$ cat config.mk
export PLATFORM = sky130hd
export DESIGN_NAME = frame_receiver_flat
export DESIGN_NICKNAME = d
export VERILOG_FILES = /design/src/rtl/frame_receiver_pkg.sv /design/src/rtl/frame_receiver_if.sv /design/src/rtl/frame_receiver_lib.sv /design/src/rtl/frame_receiver.sv /design/src/flat_wrapper.sv
export SDC_FILE = /design/constraint.sdc
export NUM_CORES = 1
export LEC_CHECK = 0
export CAP_MARGIN = 40
export CORE_MARGIN = 1
export CORE_UTILIZATION = 29
export CTS_BUF_LIST = sky130_fd_sc_hd__clkbuf_4 sky130_fd_sc_hd__clkbuf_8
export CTS_CLUSTER_SIZE = 8
export DETAILED_ROUTE_END_ITERATION = 16
export PLACE_DENSITY = 0.5
export SYNTH_ARGS = -nofsm -noshare
export SYNTH_HDL_FRONTEND = slang
export SYNTH_SLANG_ARGS = --single-unit
$ cat constraint.sdc
create_clock -name clk -period 5.27 [get_ports clk]
set_input_delay 1.3175 -clock clk [delete_from_list [all_inputs] [get_ports clk]]
set_output_delay 1.3175 -clock clk [all_outputs]
set_load 0.03 [all_outputs]
$ cat src/rtl/frame_receiver_pkg.sv
// Shared definitions for the frame receiver: FSM state type, default sync
// marker and the CRC-8 (poly 0xD5, MSB first) lookup table with its helpers.
package frame_receiver_pkg;

    typedef enum logic [1:0] {
        ST_IDLE    = 2'd0,
        ST_PAYLOAD = 2'd1,
        ST_CHECK   = 2'd2
    } state_t;

    localparam logic [7:0] SYNC_BYTE_DEFAULT = 8'hA5;
    localparam logic [7:0] CRC8_POLY         = 8'hD5;

    // One table entry: eight MSB-first polynomial division steps of idx.
    function automatic logic [7:0] crc8_table_entry(input logic [7:0] idx);
        logic [7:0] c;
        c = idx;
        for (int b = 0; b < 8; b++) begin
            c = c[7] ? ((c << 1) ^ CRC8_POLY) : (c << 1);
        end
        return c;
    endfunction

    function automatic logic [255:0][7:0] crc8_build_table();
        logic [255:0][7:0] t;
        for (int i = 0; i < 256; i++) begin
            t[i] = crc8_table_entry(8'(i));
        end
        return t;
    endfunction

    // 256-entry table, elaborated once as a constant.
    localparam logic [255:0][7:0] CRC8_TABLE = crc8_build_table();

    // Fold one byte into the running CRC.
    function automatic logic [7:0] crc8_step(input logic [7:0] crc, input logic [7:0] data);
        return CRC8_TABLE[crc ^ data];
    endfunction

    // CRC over a 32-bit word, MSB byte first; equivalent to four crc8_step calls.
    function automatic logic [7:0] crc8_word(input logic [31:0] word);
        logic [7:0] c;
        c = 8'h00;
        for (int k = 3; k >= 0; k--) begin
            c = crc8_step(c, word[k*8 +: 8]);
        end
        return c;
    endfunction

endpackage

$ cat src/rtl/frame_receiver_if.sv
// Byte-stream input and frame-status output bundle of the frame receiver.
interface frame_receiver_if;
    logic [7:0]  byte_in;
    logic        byte_valid;
    logic [31:0] data_out;
    logic        data_valid;
    logic        crc_err;
    logic        frame_abort;
    logic        busy;

    // Byte source / status consumer side.
    modport master (
        output byte_in, byte_valid,
        input  data_out, data_valid, crc_err, frame_abort, busy
    );

    // Receiver side.
    modport slave (
        input  byte_in, byte_valid,
        output data_out, data_valid, crc_err, frame_abort, busy
    );
endinterface

$ cat src/rtl/frame_receiver_lib.sv
// Library building blocks used by the frame receiver: a shift-in assembly
// register and a clearable up-counter.
module ShiftInRegister #(
    parameter int INWIDTH  = 8,
    parameter int OUTWIDTH = 32
) (
    input  logic                clk,
    input  logic                rst_n,
    input  logic                shift_en,
    input  logic [INWIDTH-1:0]  din,
    output logic [OUTWIDTH-1:0] dout
);
    logic [OUTWIDTH-1:0] shift_reg;

    // Shift new data in at the LSB end so the oldest input ends up at the MSBs.
    always_ff @(posedge clk or negedge rst_n) begin
        if (!rst_n) begin
            shift_reg <= '0;
        end else if (shift_en) begin
            shift_reg <= {shift_reg[OUTWIDTH-INWIDTH-1:0], din};
        end
    end

    assign dout = shift_reg;
endmodule

module Counter #(
    parameter int WIDTH = 8
) (
    input  logic             clk,
    input  logic             rst_n,
    input  logic             clr,
    input  logic             inc,
    output logic [WIDTH-1:0] count
);
    logic [WIDTH-1:0] count_reg;

    // Clear has priority over increment.
    always_ff @(posedge clk or negedge rst_n) begin
        if (!rst_n) begin
            count_reg <= '0;
        end else if (clr) begin
            count_reg <= '0;
        end else if (inc) begin
            count_reg <= count_reg + {{(WIDTH-1){1'b0}}, 1'b1};
        end
    end

    assign count = count_reg;
endmodule

$ cat src/rtl/frame_receiver.sv
// Frame receiver: hunts for the sync byte, collects 4 payload bytes while
// running CRC-8, then checks the trailing CRC byte. Reports good frames,
// CRC errors and inter-byte timeouts as single-cycle pulses.
module frame_receiver
    import frame_receiver_pkg::*;
#(
    parameter logic [7:0] SYNC_BYTE = SYNC_BYTE_DEFAULT,
    parameter int         TIMEOUT   = 16
) (
    input  logic             clk,
    input  logic             rst_n,
    frame_receiver_if.slave  bus
);
    // Counter value at which one more idle cycle means the timeout is hit.
    localparam logic [7:0] TMO_LAST = 8'(TIMEOUT - 1);

    state_t      state_reg, state_next;
    logic [7:0]  crc_reg, crc_next;
    logic [1:0]  cnt_reg, cnt_next;
    logic [31:0] data_out_reg, data_out_next;
    logic        data_valid_reg, data_valid_next;
    logic        crc_err_reg, crc_err_next;
    logic        frame_abort_reg, frame_abort_next;

    logic        shift_en;
    logic        tmo_clr;
    logic        tmo_inc;
    logic [7:0]  tmo_count;
    logic [31:0] asm_data;
    logic        tmo_expire;

    ShiftInRegister #(.INWIDTH(8), .OUTWIDTH(32)) u_assembly (
        .clk      (clk),
        .rst_n    (rst_n),
        .shift_en (shift_en),
        .din      (bus.byte_in),
        .dout     (asm_data)
    );

    Counter #(.WIDTH(8)) u_timeout (
        .clk   (clk),
        .rst_n (rst_n),
        .clr   (tmo_clr),
        .inc   (tmo_inc),
        .count (tmo_count)
    );

    assign tmo_expire = (tmo_count == TMO_LAST);

    // State, CRC, byte count and registered status outputs.
    always_ff @(posedge clk or negedge rst_n) begin
        if (!rst_n) begin
            state_reg       <= ST_IDLE;
            crc_reg         <= 8'h00;
            cnt_reg         <= 2'd0;
            data_out_reg    <= 32'h0;
            data_valid_reg  <= 1'b0;
            crc_err_reg     <= 1'b0;
            frame_abort_reg <= 1'b0;
        end else begin
            state_reg       <= state_next;
            crc_reg         <= crc_next;
            cnt_reg         <= cnt_next;
            data_out_reg    <= data_out_next;
            data_valid_reg  <= data_valid_next;
            crc_err_reg     <= crc_err_next;
            frame_abort_reg <= frame_abort_next;
        end
    end

    // Next-state and datapath control; an accepted byte always beats a timeout.
    always_comb begin
        state_next       = state_reg;
        crc_next         = crc_reg;
        cnt_next         = cnt_reg;
        data_out_next    = data_out_reg;
        data_valid_next  = 1'b0;
        crc_err_next     = 1'b0;
        frame_abort_next = 1'b0;
        shift_en         = 1'b0;
        tmo_clr          = 1'b0;
        tmo_inc          = 1'b0;
        case (state_reg)
            ST_IDLE: begin
                tmo_clr = 1'b1;
                if (bus.byte_valid && (bus.byte_in == SYNC_BYTE)) begin
                    crc_next   = 8'h00;
                    cnt_next   = 2'd0;
                    state_next = ST_PAYLOAD;
                end
            end
            ST_PAYLOAD: begin
                if (bus.byte_valid) begin
                    tmo_clr  = 1'b1;
                    shift_en = 1'b1;
                    crc_next = crc8_step(crc_reg, bus.byte_in);
                    cnt_next = cnt_reg + 2'd1;
                    if (cnt_reg == 2'd3) begin
                        state_next = ST_CHECK;
                    end
                end else if (tmo_expire) begin
                    tmo_clr          = 1'b1;
                    frame_abort_next = 1'b1;
                    state_next       = ST_IDLE;
                end else begin
                    tmo_inc = 1'b1;
                end
            end
            ST_CHECK: begin
                if (bus.byte_valid) begin
                    tmo_clr    = 1'b1;
                    state_next = ST_IDLE;
                    if (bus.byte_in == crc_reg) begin
                        data_out_next   = asm_data;
                        data_valid_next = 1'b1;
                    end else begin
                        crc_err_next = 1'b1;
                    end
                end else if (tmo_expire) begin
                    tmo_clr          = 1'b1;
                    frame_abort_next = 1'b1;
                    state_next       = ST_IDLE;
                end else begin
                    tmo_inc = 1'b1;
                end
            end
            default: begin
                state_next = ST_IDLE;
            end
        endcase
    end

    assign bus.data_out    = data_out_reg;
    assign bus.data_valid  = data_valid_reg;
    assign bus.crc_err     = crc_err_reg;
    assign bus.frame_abort = frame_abort_reg;
    assign bus.busy        = (state_reg != ST_IDLE);

endmodule
$ cat src/flat_wrapper.sv
// flat-port wrapper written by rule: the top's interface ports become plain ports
module frame_receiver_flat import frame_receiver_pkg::*;
#(
    parameter logic [7:0] SYNC_BYTE = SYNC_BYTE_DEFAULT,
    parameter int         TIMEOUT   = 16
)
  (clk, rst_n, bus_byte_in, bus_byte_valid, bus_data_out, bus_data_valid, bus_crc_err, bus_frame_abort, bus_busy);
  frame_receiver_if bus_i ();
  input  logic clk;
  input  logic rst_n;
  input wire logic [$bits(bus_i.byte_in)-1:0] bus_byte_in;
  input wire logic [$bits(bus_i.byte_valid)-1:0] bus_byte_valid;
  output wire logic [$bits(bus_i.data_out)-1:0] bus_data_out;
  output wire logic [$bits(bus_i.data_valid)-1:0] bus_data_valid;
  output wire logic [$bits(bus_i.crc_err)-1:0] bus_crc_err;
  output wire logic [$bits(bus_i.frame_abort)-1:0] bus_frame_abort;
  output wire logic [$bits(bus_i.busy)-1:0] bus_busy;
  assign bus_i.byte_in = bus_byte_in;
  assign bus_i.byte_valid = bus_byte_valid;
  assign bus_data_out = bus_i.data_out;
  assign bus_data_valid = bus_i.data_valid;
  assign bus_crc_err = bus_i.crc_err;
  assign bus_frame_abort = bus_i.frame_abort;
  assign bus_busy = bus_i.busy;
  frame_receiver #(.SYNC_BYTE(SYNC_BYTE), .TIMEOUT(TIMEOUT)) u_core (.clk(clk), .rst_n(rst_n), .bus(bus_i));
endmodule
## Yosys cells after proc, flatten, opt, wreduce, memory -nomap -nowiden

Memory sizes are Yosys's and may differ from the RTL's.
Index checks and enable logic that the tools add are counted.

- $add $sub $neg: 2
- Magnitude comparators: 1
- Eq/ne operators: 9
- Mux-type cells: 31
- Bitwise gates (word level): 1
- Reductions and logical operators: 9

Operators by type and width:

| cell | count |
|---|---|
| 2-to-1 mux 8 bit | 5 |
| case mux 8 bit (2 select lines) | 1 |
| 2-to-1 mux 1 bit | 15 |
| 2-to-1 mux 2 bit | 7 |
| less-than comparator 8 x 9 -> 1 bit, second input constant | 1 |
| adder 8 x 1 -> 8 bit, second input constant | 1 |
| == test 8 x 4 -> 1 bit, second input constant | 1 |
| == test 8 bit | 1 |
| == test 8 bit, second input constant | 1 |
| XOR 8 bit | 1 |
| case mux 2 bit (3 select lines) | 1 |
| AND reduction 3 bit | 2 |
| nonzero test 2 bit | 3 |
| == test 2 bit, second input constant | 2 |
| case mux 2 bit (2 select lines) | 1 |
| != test 3 x 2 -> 1 bit, second input constant | 1 |
| adder 2 x 1 -> 2 bit, second input constant | 1 |
| == test 2 x 1 -> 1 bit, second input constant | 1 |
| zero test 2 bit | 1 |
| != test 2 x 1 -> 1 bit, second input constant | 1 |
| != test 2 bit, second input constant | 1 |
| case mux 1 bit (2 select lines) | 1 |
| AND reduction 2 bit | 1 |
| OR reduction 2 bit | 1 |
| logical AND 1 bit | 1 |

- Register bits: 87
- ROM bits: 2048
- Output and inout port bits: 36
- Word-level logic and storage cells: 63
- Memories kept: 1

Memories:

| name | depth | width | read ports | clocked after Yosys merged registers in | wr ports | line | source |
|---|---|---|---|---|---|---|---|
| (name not given) | 256 | 8 | 1 | 0 | 0 | frame_receiver_pkg.sv:37 | `return CRC8_TABLE[crc ^ data];` |

## Logic depth before layout (Yosys ltp)

- Word-level depth: 6
- Mapped depth: 8

## Modules after synthesis

A second synthesis with hierarchy kept.

- Cells, all modules: 283
- Area total of the unflattened synthesis: 4151.5 µm²

By module, submodules not included:

| module | instances | cells an instance | area each (µm²) | sequential area each (µm²) |
|---|---|---|---|---|
| frame_receiver | 1 | 178 | 2409.8 | 1176.1 |
| ShiftInRegister | 1 | 68 | 1345.0 | 800.8 |
| Counter | 1 | 37 | 396.6 | 200.2 |

## Worst setup path before layout

Ideal clock, no wire load.

- Path kind: in2reg
- Start: input bus_byte_in[1]
- End: register u_core.data_out_reg[0] (netlist: u_core.bus.data_out[0])
- Data arrival time: 2.647 ns
- Required time: 5.145 ns
- Setup slack: 2.498 ns
- Stages: 7
- Path buffers: 2
- Cells stage by stage: xnor2_2 > nand4_1 > nor4_2 > and3_1 > buf_6 > buf_12 > mux2_4

- Cells in the longest elaborated chain, start to end: 2

RTL lines:

| item | line | source |
|---|---|---|
| start: declaration | flat_wrapper.sv:11 | `input wire logic [$bits(bus_i.byte_in)-1:0] bus_byte_in;` |
| == test 8 bit | frame_receiver.sv:113 | `if (bus.byte_in == crc_reg) begin` |
| AND reduction 3 bit (no line) | - |  |
| end signal: assignment | frame_receiver.sv:64 | `data_out_reg <= data_out_next;` |
| end: declaration | frame_receiver.sv:20 | `logic [31:0] data_out_reg, data_out_next;` |

No other way between the ends.
A chain may end at the register's enable or synchronous reset.

## Worst setup path after layout

- Start: input bus_byte_in[1]
- End: register u_core.data_out_reg[16] (netlist: u_core.bus.data_out[16])

Same word-level chain as after synthesis.

==> results by group <==
Floorplan
  – Die height: 120 um
  – Row count: 42
  – Die Wd: 120 um
  – Core Region: 13400 um^2
  – Initial core utilization: 0.301
  – DIE AREA: 14400 um^2
  – I/O Pins: 47

Timing
  – Slew Limit Fails: 0
  – Final worst path period need: 3.52 ns
  – Final Setup Violations: 0
  – Final Hold Violating Endpoints: 0
  – Period Utilization, post-route: 0.667
  – Clk_skew: 0.0143 ns
  – Slew of the pin with the lowest slew margin: 0.823 ns
  – RSZ-0062 raised after global routing: false
  – Setup_tns: 0 ns
  – Relative slew slack: 0.450
  – Fmax: 284 MHz

Global routing
  – First-pass GRT wire length: 13000 um
  – Largest net degree at the start of global routing: 55
  – Remaining Overflow, GRT: 0
  – Vias in the first global route: 2388
  – GRT Util Overall: 0.119
  – Initial antenna violation count: 0

Cells and area
  – Most common cell after layout, fill and taps aside: dfrtp_1
  – Register area: 2180 um^2
  – Share of layout cells above drive strength 1: 0.278
  – Layout area overhead: 19.4%
  – Final cell area excluding filler cells: 4810 um^2
  – Final Util: 0.359
  – Area of the multi-input gates: 1730 um^2
  – Fill count: 1304
  – Ant diodes: 0
  – Nets: 355
  – Leading cell types in the layout, fill and taps excluded: dfrtp_1, clkdlybuf4s50_1, mux2_2, mux2_4, nand2_1

Worst setup path
  – Crit start category: primary input
  – Peak fanout along the critical path: 16
  – FF-to-FF path depth: 7
  – CP Cell Sequence: clkdlybuf4s50_1 > xnor2_2 > nand4_1 > nor4_2 > and3_2 > buf_4 > mux2_2
  – Reg-to-reg setup timing slack: 2.81 ns
  – Req. time, crit path: 5.54 ns
  – Critical Path Max Stage Delay: 0.58 ns
  – Worst R2R End: u_core.crc_reg[0]$_DFFE_PN0P_
  – Worst setup EP type: flip-flop
  – CP max-delay cell: and3_2
  – R2R Path Start: u_core.state_reg[1]$_DFFE_PN0P_
  – Critical Path AT: 3.78 ns
  – Critical path class: in -> reg

Logic synthesis
  – Register area share after synthesis: 0.540
  – Syn Inst Count: 288
  – Synth unique cells: 41
  – Avg Cell Area, Syn: 14.0 um^2
  – Post-synth net total: 306
  – Syn Std Cell Area: 4030 um^2
  – Yosys synthesis warning count: 0
  – #FFs+latches synth: 87

Clock network
  – Reg clk slew, reported paths: 0.09 ns
  – Clock Tree Buf Depth: 2
  – Post-CTS setup repair buffer count: 0
  – Htree depth: 3
  – CTS buffer count: 9
  – Post-cts resize count: 0
  – CTS tree: built
  – Clock tree root driver cell: clkbuf_8
  – Clock Sink Count: 87
  – Worst skew pair latency: 0.38 ns
  – CTS Hold Buffers Added: 0

Place
  – HPWL after DPL: 5430 um
  – Placed Area: 4630 um^2
  – GP Congestion: 0.770
  – Port Buffers: 46

Power and ir drop
  – Leakage power: 0.00212 uW
  – VDD IR max: 0.137 mV
  – Cell Pwr Density: 460 nW/um^2
  – Overall Power: 2210 uW

Min path
  – Hold path cells: 1
  – Hold Startpoint: u_core.u_assembly.dout[24]$_DFFE_PN0P_
  – Hold Crit Class: reg -> reg
  – Worst Hold End: u_core.bus.data_out[24]$_DFFE_PN0P_

Detailed routing
  – DRC errors left: 0
  – Drt first pass iters: 4
  – WL/cell: 15.0 um
  – Antenna Violating Nets Remaining: 0
  – Detailed-route wire length: 7770 um
  – DR vias: 2337
  – Iteration-0 DRC count of the detailed router: 155
  – Vias per cell: 4.51

Status
  – Status: finished clean

Run
  – Max-cap violation count: 0
==> cell usage after synthesis (all sizes together) <==
cell type	number	share of area
dfrtp	87	0.54
mux2	64	0.21
nand2	24	0.024
o21ai	20	0.025
xnor2	19	0.053
buf	10	0.025
nor2	8	0.0074
ha	7	0.022
xor2	6	0.015
inv	5	0.0047
nand3	4	0.0050
nor3	4	0.0050
a21oi	3	0.0037
a22o	3	0.0065
o21bai	3	0.0056
and3	2	0.0031
nand4	2	0.0031
o211ai	2	0.0037
o41ai	2	0.0062
xor3	2	0.012
a21boi	1	0.0019
clkbuf	1	0.00093
mux2i	1	0.0025
nor2b	1	0.0016
nor3b	1	0.0019
nor4	1	0.0031
o22a	1	0.0022
o22ai	1	0.0016
or3b	1	0.0022
or4	1	0.0019
xnor3	1	0.0056
==> where the power goes <==
group	switching, uW	internal, uW	leakage, uW
Combinational	373	396	0.000882
Clock	275	182	0.0000945
Sequential	141	845	0.00114
==> stage by stage <==
stage / setup slack (ns) / instances / hold WS [ns]
after global placement: 1.35 / 502 / 0.467
after CTS: 1.74 / 518 / 0.512
after global routing: 1.56 / 518 / 0.525
final: 1.75 / 518 / 0.510
after detailed placement: 1.33 / 502 / 0.489
after floorplan: 2.50 / 288 / 0.452
==> worst max path at each step <==
stage                        start                             endpoint  slack, ns  cells after the start
floorplan           bus_byte_in[1]   u_core.bus.data_out[0]$_DFFE_PN0P_       2.50                      7
global placement    bus_byte_in[0]  u_core.bus.data_out[18]$_DFFE_PN0P_       1.35                      7
detailed placement  bus_byte_in[2]  u_core.bus.data_out[16]$_DFFE_PN0P_       1.33                      7
CTS                 bus_byte_in[2]  u_core.bus.data_out[16]$_DFFE_PN0P_       1.74                      7
global route        bus_byte_in[1]  u_core.bus.data_out[18]$_DFFE_PN0P_       1.56                      7
finish              bus_byte_in[1]  u_core.bus.data_out[16]$_DFFE_PN0P_       1.75                      7
==> kinds of logic after synthesis <==
logic type / synth area share
buffers and inverters: 0.0310
multiplexers: 0.208
AND/OR/NAND/NOR: 0.0577
adder cells (fa/ha/maj): 0.0217
XOR/XNOR: 0.0856
flip-flops: 0.540
AO/OA/AOI/OAI: 0.0561
==> layer usage <==
metal  track usage  up-vias  share of wire
li1              -     1108              -
met1         0.170     1172           0.51
met2         0.167       44           0.43
met3        0.0223       13          0.033
met4        0.0680        0          0.023
met5             0        -              0
==> area by class of cell <==
type | count | share of cell area
flip-flops and latches | 87 | 0.452
multi-input cells | 185 | 0.360
repair buffers | 49 | 0.0998
well taps | 176 | 0.0457
clock buffers | 9 | 0.0257
clock inverters | 7 | 0.0127
inverters | 5 | 0.00390
==> critical path, delay by kind of cell <==
family / cells / cell delay (ns)
xor+xnor: 1 / 0.36
buf+inv: 2 / 0.82
mux: 1 / 0.35
simple gates: 3 / 0.91
Note: power is estimated with default switching activity, not from simulation.
